File: src/rtl/regfile_mp_pkg.sv
// Shared constants for the multi-port register file and its scoreboard.
// Latency: n/a (constants only).
// Backpressure: n/a.
package regfile_mp_pkg;

   // Active level of rst_n and the all-zeros data word, shared with the core.
   localparam logic        RstEnable = 1'b0;
   localparam logic [31:0] ZeroWord  = 32'h0000_0000;

   // Default geometry of the core's register file.
   localparam int REGFILE_DATA_W = 32;
   localparam int REGFILE_DEPTH  = 32;
   localparam int REGFILE_NUM_RD = 2;
   localparam int REGFILE_NUM_WR = 2;

endpackage

File: src/rtl/regfile_scoreboard.sv
// Busy-bit scoreboard: one bit per register marking an in-flight producer.
// Latency: set/clear visible on busy_vec_o one cycle after the edge; lookups combinational.
// Backpressure: none; decode stalls itself on rd_busy_o.
// Ports: clk/rst_n; rd_addr_i -> rd_busy_o lookup; wr_en_i/wr_addr_i/wr_rel_i release;
//        rsv_en_i/rsv_addr_i reserve; busy_vec_o raw bits.
// Config: REGFILE_BYPASS_EN masks rd_busy_o with same-cycle releasing writes.
module regfile_scoreboard
   import regfile_mp_pkg::*;
#(
   parameter int DEPTH  = REGFILE_DEPTH,
   parameter int ADDR_W = $clog2(DEPTH),
   parameter int NUM_RD = REGFILE_NUM_RD,
   parameter int NUM_WR = REGFILE_NUM_WR
) (
   input  logic                     clk,
   input  logic                     rst_n,
   input  logic [NUM_RD*ADDR_W-1:0] rd_addr_i,
   output logic [NUM_RD-1:0]        rd_busy_o,
   input  logic [NUM_WR-1:0]        wr_en_i,
   input  logic [NUM_WR*ADDR_W-1:0] wr_addr_i,
   input  logic [NUM_WR-1:0]        wr_rel_i,
   input  logic                     rsv_en_i,
   input  logic [ADDR_W-1:0]        rsv_addr_i,
   output logic [DEPTH-1:0]         busy_vec_o
);

   logic [DEPTH-1:0]  busy_q;
   logic [DEPTH-1:0]  busy_d;
   logic [ADDR_W-1:0] rd_addr [NUM_RD];
   logic [ADDR_W-1:0] wr_addr [NUM_WR];

   for (genvar k = 0; k < NUM_RD; k++) begin : g_rd_unpack
      assign rd_addr[k] = rd_addr_i[k*ADDR_W +: ADDR_W];
   end
   for (genvar w = 0; w < NUM_WR; w++) begin : g_wr_unpack
      assign wr_addr[w] = wr_addr_i[w*ADDR_W +: ADDR_W];
   end

   // Clears are applied first so a same-edge reserve overrides them:
   // the new producer supersedes the one retiring.
   always_comb begin
      busy_d = busy_q;
      for (int w = 0; w < NUM_WR; w++) begin
         if (wr_en_i[w] && wr_rel_i[w]) busy_d[wr_addr[w]] = 1'b0;
      end
      if (rsv_en_i) busy_d[rsv_addr_i] = 1'b1;
      busy_d[0] = 1'b0;
   end

   always_ff @(posedge clk or negedge rst_n) begin
      if (!rst_n) busy_q <= '0;
      else        busy_q <= busy_d;
   end

   always_comb begin
      rd_busy_o = '0;
      for (int k = 0; k < NUM_RD; k++) begin
         rd_busy_o[k] = busy_q[rd_addr[k]] && (rd_addr[k] != '0);
`ifdef REGFILE_BYPASS_EN
         // The releasing write's data is forwarded, so the reader need not stall.
         for (int w = 0; w < NUM_WR; w++) begin
            if (wr_en_i[w] && wr_rel_i[w] && (wr_addr[w] == rd_addr[k])) rd_busy_o[k] = 1'b0;
         end
`endif
      end
   end

   assign busy_vec_o = busy_q;

endmodule

File: src/rtl/regfile_mp.sv
// Multi-port register file (x0 hardwired to zero) with integrated RAW scoreboard.
// Latency: reads combinational (0 cycles); writes visible the cycle after the edge, or same cycle with bypass.
// Backpressure: none; consumers stall on rd_busy_o / busy_vec_o.
// Ports: rd_addr_i -> rd_data_o/rd_busy_o (per read port, packed); wr_en_i/wr_addr_i/wr_data_i/wr_rel_i
//        (per write port, higher index wins on collision); rsv_en_i/rsv_addr_i reserve; busy_vec_o.
// Config: REGFILE_BYPASS_EN enables same-cycle write-to-read forwarding.
module regfile_mp
   import regfile_mp_pkg::*;
#(
   parameter int DATA_W = REGFILE_DATA_W,
   parameter int DEPTH  = REGFILE_DEPTH,
   parameter int ADDR_W = $clog2(DEPTH),
   parameter int NUM_RD = REGFILE_NUM_RD,
   parameter int NUM_WR = REGFILE_NUM_WR
) (
   input  logic                     clk,
   input  logic                     rst_n,
   input  logic [NUM_RD*ADDR_W-1:0] rd_addr_i,
   output logic [NUM_RD*DATA_W-1:0] rd_data_o,
   output logic [NUM_RD-1:0]        rd_busy_o,
   input  logic [NUM_WR-1:0]        wr_en_i,
   input  logic [NUM_WR*ADDR_W-1:0] wr_addr_i,
   input  logic [NUM_WR*DATA_W-1:0] wr_data_i,
   input  logic [NUM_WR-1:0]        wr_rel_i,
   input  logic                     rsv_en_i,
   input  logic [ADDR_W-1:0]        rsv_addr_i,
   output logic [DEPTH-1:0]         busy_vec_o
);

   logic [DATA_W-1:0] mem_q   [DEPTH];
   logic [ADDR_W-1:0] rd_addr [NUM_RD];
   logic [DATA_W-1:0] rd_dat  [NUM_RD];
   logic [ADDR_W-1:0] wr_addr [NUM_WR];
   logic [DATA_W-1:0] wr_dat  [NUM_WR];

   for (genvar k = 0; k < NUM_RD; k++) begin : g_rd
      assign rd_addr[k]                    = rd_addr_i[k*ADDR_W +: ADDR_W];
      assign rd_data_o[k*DATA_W +: DATA_W] = rd_dat[k];
   end
   for (genvar w = 0; w < NUM_WR; w++) begin : g_wr
      assign wr_addr[w] = wr_addr_i[w*ADDR_W +: ADDR_W];
      assign wr_dat[w]  = wr_data_i[w*DATA_W +: DATA_W];
   end

   // Ports are scanned in ascending order, so the last (highest-index)
   // nonblocking write to a shared address is the one that lands.
   always_ff @(posedge clk or negedge rst_n) begin
      if (!rst_n) begin
         for (int i = 0; i < DEPTH; i++) mem_q[i] <= '0;
      end else begin
         for (int w = 0; w < NUM_WR; w++) begin
            if (wr_en_i[w] && (wr_addr[w] != '0)) mem_q[wr_addr[w]] <= wr_dat[w];
         end
      end
   end

   always_comb begin
      for (int k = 0; k < NUM_RD; k++) begin
         rd_dat[k] = mem_q[rd_addr[k]];
`ifdef REGFILE_BYPASS_EN
         for (int w = 0; w < NUM_WR; w++) begin
            if (wr_en_i[w] && (wr_addr[w] == rd_addr[k])) rd_dat[k] = wr_dat[w];
         end
`endif
         // x0 reads zero; reset also forces zero so bypassed write data cannot leak out.
         if ((rd_addr[k] == '0) || (rst_n == RstEnable)) rd_dat[k] = '0;
      end
   end

   regfile_scoreboard #(
      .DEPTH  (DEPTH),
      .ADDR_W (ADDR_W),
      .NUM_RD (NUM_RD),
      .NUM_WR (NUM_WR)
   ) u_scoreboard (
      .clk        (clk),
      .rst_n      (rst_n),
      .rd_addr_i  (rd_addr_i),
      .rd_busy_o  (rd_busy_o),
      .wr_en_i    (wr_en_i),
      .wr_addr_i  (wr_addr_i),
      .wr_rel_i   (wr_rel_i),
      .rsv_en_i   (rsv_en_i),
      .rsv_addr_i (rsv_addr_i),
      .busy_vec_o (busy_vec_o)
   );

endmodule

File: config.mk
export PLATFORM = sky130hd
export DESIGN_NAME = regfile_mp
export DESIGN_NICKNAME = d
export VERILOG_FILES = /design/src/rtl/regfile_mp_pkg.sv /design/src/rtl/regfile_scoreboard.sv /design/src/rtl/regfile_mp.sv
export SDC_FILE = /design/constraint.sdc
export NUM_CORES = 2
export LEC_CHECK = 0
export CORE_ASPECT_RATIO = 1.75
export CORE_MARGIN = 4
export CORE_UTILIZATION = 35
export CTS_CLUSTER_SIZE = 8
export DETAILED_ROUTE_END_ITERATION = 10
export HOLD_SLACK_MARGIN = 0.05
export PLACE_DENSITY = 0.52
export SLEW_MARGIN = 20
export SYNTH_ARGS = -nofsm -noshare
export SYNTH_HDL_FRONTEND = slang
export SYNTH_SLANG_ARGS = --single-unit
File: constraint.sdc
create_clock -name clk -period 3.25 [get_ports clk]
set_input_delay 0.8125 -clock clk [delete_from_list [all_inputs] [get_ports clk]]
set_output_delay 0.8125 -clock clk [all_outputs]
set_load 0.05 [all_outputs]
# ---- Word level (Yosys, flattened, before mapping)
# Cells that the tools add are included.
dict set report classes {
  magnitude_cmp 14
  n_mux 29
  bitwise_logic 10
  n_reduce_logical 19
}
# operator count
set ops {}
lappend ops {{bitwise mux 1024 bit} 2}
lappend ops {{2-to-1 mux 1024 bit} 2}
lappend ops {{2-to-1 mux 32 bit} 11}
lappend ops {{binary-select mux 32 bit (select 5 bit)} 2}
lappend ops {{demux 32 bit (select 5 bit)} 2}
lappend ops {{bitwise AND 32 bit} 2}
lappend ops {{inverter 32 bit} 2}
lappend ops {{OR 32 bit} 1}
lappend ops {{less-than comparator 5 x 6 -> 1 bit (second input constant)} 5}
lappend ops {{greater-or-equal comparator 6 bit (second input constant)} 4}
lappend ops {{inverter 5 -> 6 bit} 4}
lappend ops {{nonzero test 5 bit} 4}
lappend ops {{demux 1 bit (select 5 bit)} 3}
lappend ops {{greater-or-equal comparator 5 x 1 -> 1 bit (second input constant)} 3}
lappend ops {{less-than comparator 6 x 1 -> 1 bit (second input constant)} 2}
lappend ops {{logical AND 1 bit} 11}
lappend ops {{binary-select mux 1 bit (select 5 bit)} 2}
lappend ops {{zero test 5 bit} 2}
lappend ops {{2-to-1 mux 1 bit} 5}
lappend ops {{logical OR 1 bit} 2}
lappend ops {{inverter 1 bit} 1}
dict set report word_totals {
  register_bits 1055
  inputBits 96
  output_inout_bits 98
  wordCells 105
}

# ---- Logic depth before layout (Yosys ltp)
dict set report logic_depth {
  word_depth 11
  depth_mapped 8
  mapped_depth_nobuf 4
}

# ---- Modules after synthesis
# A second synthesis with hierarchy kept.
dict set report hier_totals {
  hier_cells 6096
  area_unflattened_um2 65580.4
}
# mod instances cells_per_inst area_each_um2 seq_area_each_um2
set modules_own_cells {}
lappend modules_own_cells {regfile_mp 1 5857 63240.7 25624.6}
lappend modules_own_cells {regfile_scoreboard 1 239 2339.7 775.7}

# ---- Least setup slack after synthesis
# OpenSTA, ideal clock, no wires.
dict set report synth_path {
  path_type {input-to-output}
  start {input port rd_addr_i[5]}
  end {output port rd_data_o[60]}
  arrival_ns 2.856
  required_ns 2.438
  setup_slack_ns -0.419
  path_stages 8
  path_buffers 4
  path_cell_list {buf_2 buf_4 buf_2 nor2_1 buf_2 a221oi_1 o21ai_1 a31oi_1}
}
dict set report synth_via {
  elab_chain_len 5
  elab_cells_between_ends 7
  classes_between {mux (4); bitwise (1); reduce/logical (2)}
}
# item line
set synth_rtl {}
lappend synth_rtl {{from (decl)} regfile_mp.sv:18} ;# input logic [NUM_RD*ADDR_W-1:0] rd_addr_i,
lappend synth_rtl {{inverter 5 -> 6 bit (not written as such)} regfile_mp.sv:59} ;# rd_dat[k] = mem_q[rd_addr[k]];
lappend synth_rtl {{binary-select mux 32 bit (select 5 bit)} regfile_mp.sv:59}
lappend synth_rtl {{2-to-1 mux 32 bit (not written as such) (2 in series)} regfile_mp.sv:59}
lappend synth_rtl {{2-to-1 mux 32 bit *} regfile_mp.sv:66} ;# if ((rd_addr[k] == '0) || (rst_n == RstEnable)) rd_dat[k] = '0;
lappend synth_rtl {{to (decl)} regfile_mp.sv:19} ;# output logic [NUM_RD*DATA_W-1:0] rd_data_o,
# Every way passes the cells marked *; elsewhere a longest branch is shown, timed or not. The select of a mux whose other input is x is not followed.

# ---- Worst setup path after layout
dict set report layout_path {
  start {input port rd_addr_i[1]}
  end {output port rd_data_o[30]}
}
# Same word-level chain as after synthesis.

==> impl_metrics.env <==
export IMPL_yosys_warnings=0
export IMPL_finalCriticalPeriod_ns=3.560
export IMPL_start_util=0.3512
export IMPL_place_area_um2=77160
export IMPL_drcViolationCount=0
export IMPL_startpoint="rd_addr_i[1]"
export IMPL_die_h_um=580.7
export IMPL_synth_edf_count=0
export IMPL_cts_hold_fix_buffers=0
export IMPL_routed_via_density=6.287
export IMPL_clockBufferDepth=4
export IMPL_h_tree_depth=4
export IMPL_gp_congestion=0.9379
export IMPL_syn_area_per_cell_um2=10.75
export IMPL_cp_arrival_ns=2.75
export IMPL_fin_hold_ws_ns=0.3044
export IMPL_cts_buffers_inserted=158
export IMPL_row_count=210
export IMPL_grt_setup_unrepaired="true"
export IMPL_io_pin_count=194
export IMPL_path_clk_slew_ns=0.05
export IMPL_ys_seq_elements=1055
export IMPL_cp_num_buf_inv=4
export IMPL_synth_async_sr_flop_share=1.000
export IMPL_hpwl_mm=208.9
export IMPL_grt_overflow=0
export IMPL_area_growth_syn_to_layout_pct=28.29
export IMPL_pre_cts_ws_ns=-0.5281
export IMPL_syn_area_um2=65600
export IMPL_fp_coreArea_um2=186800
export IMPL_setup_violations=66
export IMPL_grt_pass1_vias=56450
export IMPL_antenna_found_initial=10
export IMPL_max_freq_mhz=280.9
export IMPL_clkSinkCount=1055
export IMPL_setup_tns_ns=-14.45
export IMPL_p_per_area_nw_per_um2=585.3
export IMPL_root_buffer="clkbuf_16"
export IMPL_worstSetupPathType="in2out"
export IMPL_r2r_start="u_scoreboard.busy_vec_o[7]$_DFF_PN0_"
export IMPL_grt_pass1_wl_mm=440.0
export IMPL_nets=6562
export IMPL_port_buffers=192
export IMPL_timing_final_crit_share=1.095
export IMPL_worst_path_max_fanout=7
export IMPL_grt_usage=0.3174
export IMPL_fillers=17130
export IMPL_syn_num_nets=6196
export IMPL_path_cells="buf_16, buf_12, buf_12, mux4_2, mux2i_2, a221o_1, a31oi_4, buf_12"
export IMPL_critPathTopFamily="multiplexers"
export IMPL_end_kind="output pin"
export IMPL_ir_drop_mv=0.3891
export IMPL_grt_max_degree=161
export IMPL_hold_class="in2async"
export IMPL_synth_ff_type="dfrtp_1"
export IMPL_netlist_instances=6100
export IMPL_drive_gt1_frac=0.2703
export IMPL_wire_per_inst_um=35.60
export IMPL_seq_area_frac_synth=0.4024
export IMPL_clk_latency_ns=0.80
export IMPL_crit_required_ns=2.44
export IMPL_hold_violations=0
export IMPL_cpPeakStageDelay_ns=0.51
export IMPL_dr_pass1_iters=6
export IMPL_final_area_um2=84160
export IMPL_status="complete, but fails checks"
export IMPL_die_width_um=335.3
export IMPL_failed_checks="negative setup slack"
export IMPL_worstMarginPinSlew_ns=1.040
export IMPL_final_util=0.4505
export IMPL_dieArea_um2=194700
export IMPL_antenna_left=0
export IMPL_drv_slew=0
export IMPL_regArea_um2=26400
export IMPL_cts_tree="done"
export IMPL_route_vias_total=56080
export IMPL_finalWirelength_mm=317.6
export IMPL_setup_ws_ns=-0.3096
export IMPL_crit_slowest_cell="mux4_2"
export IMPL_multiInputGateArea_um2=38020
export IMPL_cp_start_kind="input port"
export IMPL_relSlewSlack=0.3069
export IMPL_synthDistinctLibCells=62
export IMPL_p_leak_nw=34.72
export IMPL_first_iter_violations=6239
export IMPL_cap_violations=0
export IMPL_crit_top_cell="buf_12"
export IMPL_fin_skew_ns=0
final timing paths:
kind	endpoint	slack (ns)	cells after the start
max in group asynchronous	mem_q[388]$_DFF_PN0_	1.43	4
worst min-delay path	mem_q[412]$_DFF_PN0_	0.30	3
worst max-delay path	rd_data_o[30]	-0.31	8
worst max register to register	u_scoreboard.busy_vec_o[7]$_DFF_PN0_	2.31	2
min in group clk	mem_q[1013]$_DFF_PN0_	0.39	0
worst min register to register	mem_q[1013]$_DFF_PN0_	0.39	0
repair_timing:
item,in CTS,in global routing
cloned,16,15
gates resized for setup,220,98
endpoints found under the setup margin,66,66
pin swaps,62,56
setup buffers,40,30
placed cells by master (no fill, tap or decap), drive strengths merged, types with 15 or more instances in the layout:
master	netlist	final
nor2	751	751
a32oi	21	21
a221oi	50	50
a21oi	703	703
buf	248	820
nand2	352	352
o21ai	342	342
clkdlybuf4s50	0	115
nand3	18	18
clkbuf	498	178
mux2i	1231	1231
dfrtp	1055	1055
a22o	20	20
o2111ai	15	15
a22oi	84	84
a221o	65	65
a31oi	70	70
mux4	459	459
cell type report:
cell class / instances / area share
diodes: 8 / 0.0002379
flip-flops and latches: 1055 / 0.3137
well taps: 2438 / 0.03624
inverters: 9 / 0.0005203
clock buffers: 163 / 0.04771
multi-input cells: 4290 / 0.4518
repair buffers: 952 / 0.1491
clock inverters: 5 / 0.0007879
tightest hold or removal path, stage by stage:
cell	delay, ns
buf_8	0.12
buf_4	0.16
buf_12	0.46
kinds of logic (layout without fill, tap and decap cells):
kind of cell / after synthesis / after routing / share of synthesized area
AOI/OAI and AO/OA: 1390 / 1390 / 0.1227
other: 1 / 9 / 0.00005716
buffers and inverters: 755 / 1129 / 0.05319
muxes: 1695 / 1695 / 0.3463
DFF: 1055 / 1055 / 0.4024
and+or+nand+nor: 1204 / 1204 / 0.07533
state kept, by name, indices dropped and copies added, names as in the netlist:
signal,flops
mem_q,1024
u_scoreboard.busy_vec_o,31
metrics by stage:
stage          power [mW]  std cells
2_1_floorplan       27.91       6100
3_3_place_gp        33.18       8657
3_5_place_dp        33.64       8657
4_1_cts             49.04       8877
5_1_grt             51.15       8915
6_report            49.26       8920
metal layers:
layer  vias up  track usage  wire (um)  part of all wire
met5         -            0          0                 0
met4         0       0.2420      30100             0.095
met3      1185      0.05699      27290             0.086
met2      3364       0.5121     148300              0.47
met1     28300       0.3759     111900              0.35
li1      23230            -          -                 -
Yosys cell counts, types with 6 or more instances:
cell type  number  area [um^2]
inv_1           7        26.28
nor2_1        735         2759
a22o_1         20        175.2
nand4_1        10        62.56
clkbuf_1      495         1858
mux2i_1      1231        12320
nor2b_1        10        62.56
and3_1          8        50.05
buf_6          19        214.0
nor3b_1         8        60.06
buf_4          95        713.2
o2111ai_1      15        131.4
nand3_1        17        85.08
mux4_2        459        10340
a221oi_1       50        437.9
nor2_2          8        50.05
o21ai_1       124        620.6
nor2_4          8        90.09
o21ai_0       218         1091
a221o_1        65        650.6
a22oi_1        84        630.6
and3b_1        10        87.58
buf_1          14        52.55
a31oi_1        70        437.9
nand3b_1        6        45.04
buf_2         120        600.6
a32oi_1        21        183.9
a21oi_1       703         3518
nand2_1       352         1321
dfrtp_1      1055        26400
report_power, final:
part           switching [mW]  total (mW)  internal (mW)
logic                    7.22        14.8           7.58
registers                3.04        19.7           16.6
clock network            6.15        14.8           8.64
Power figures use the tool's default switching activity.
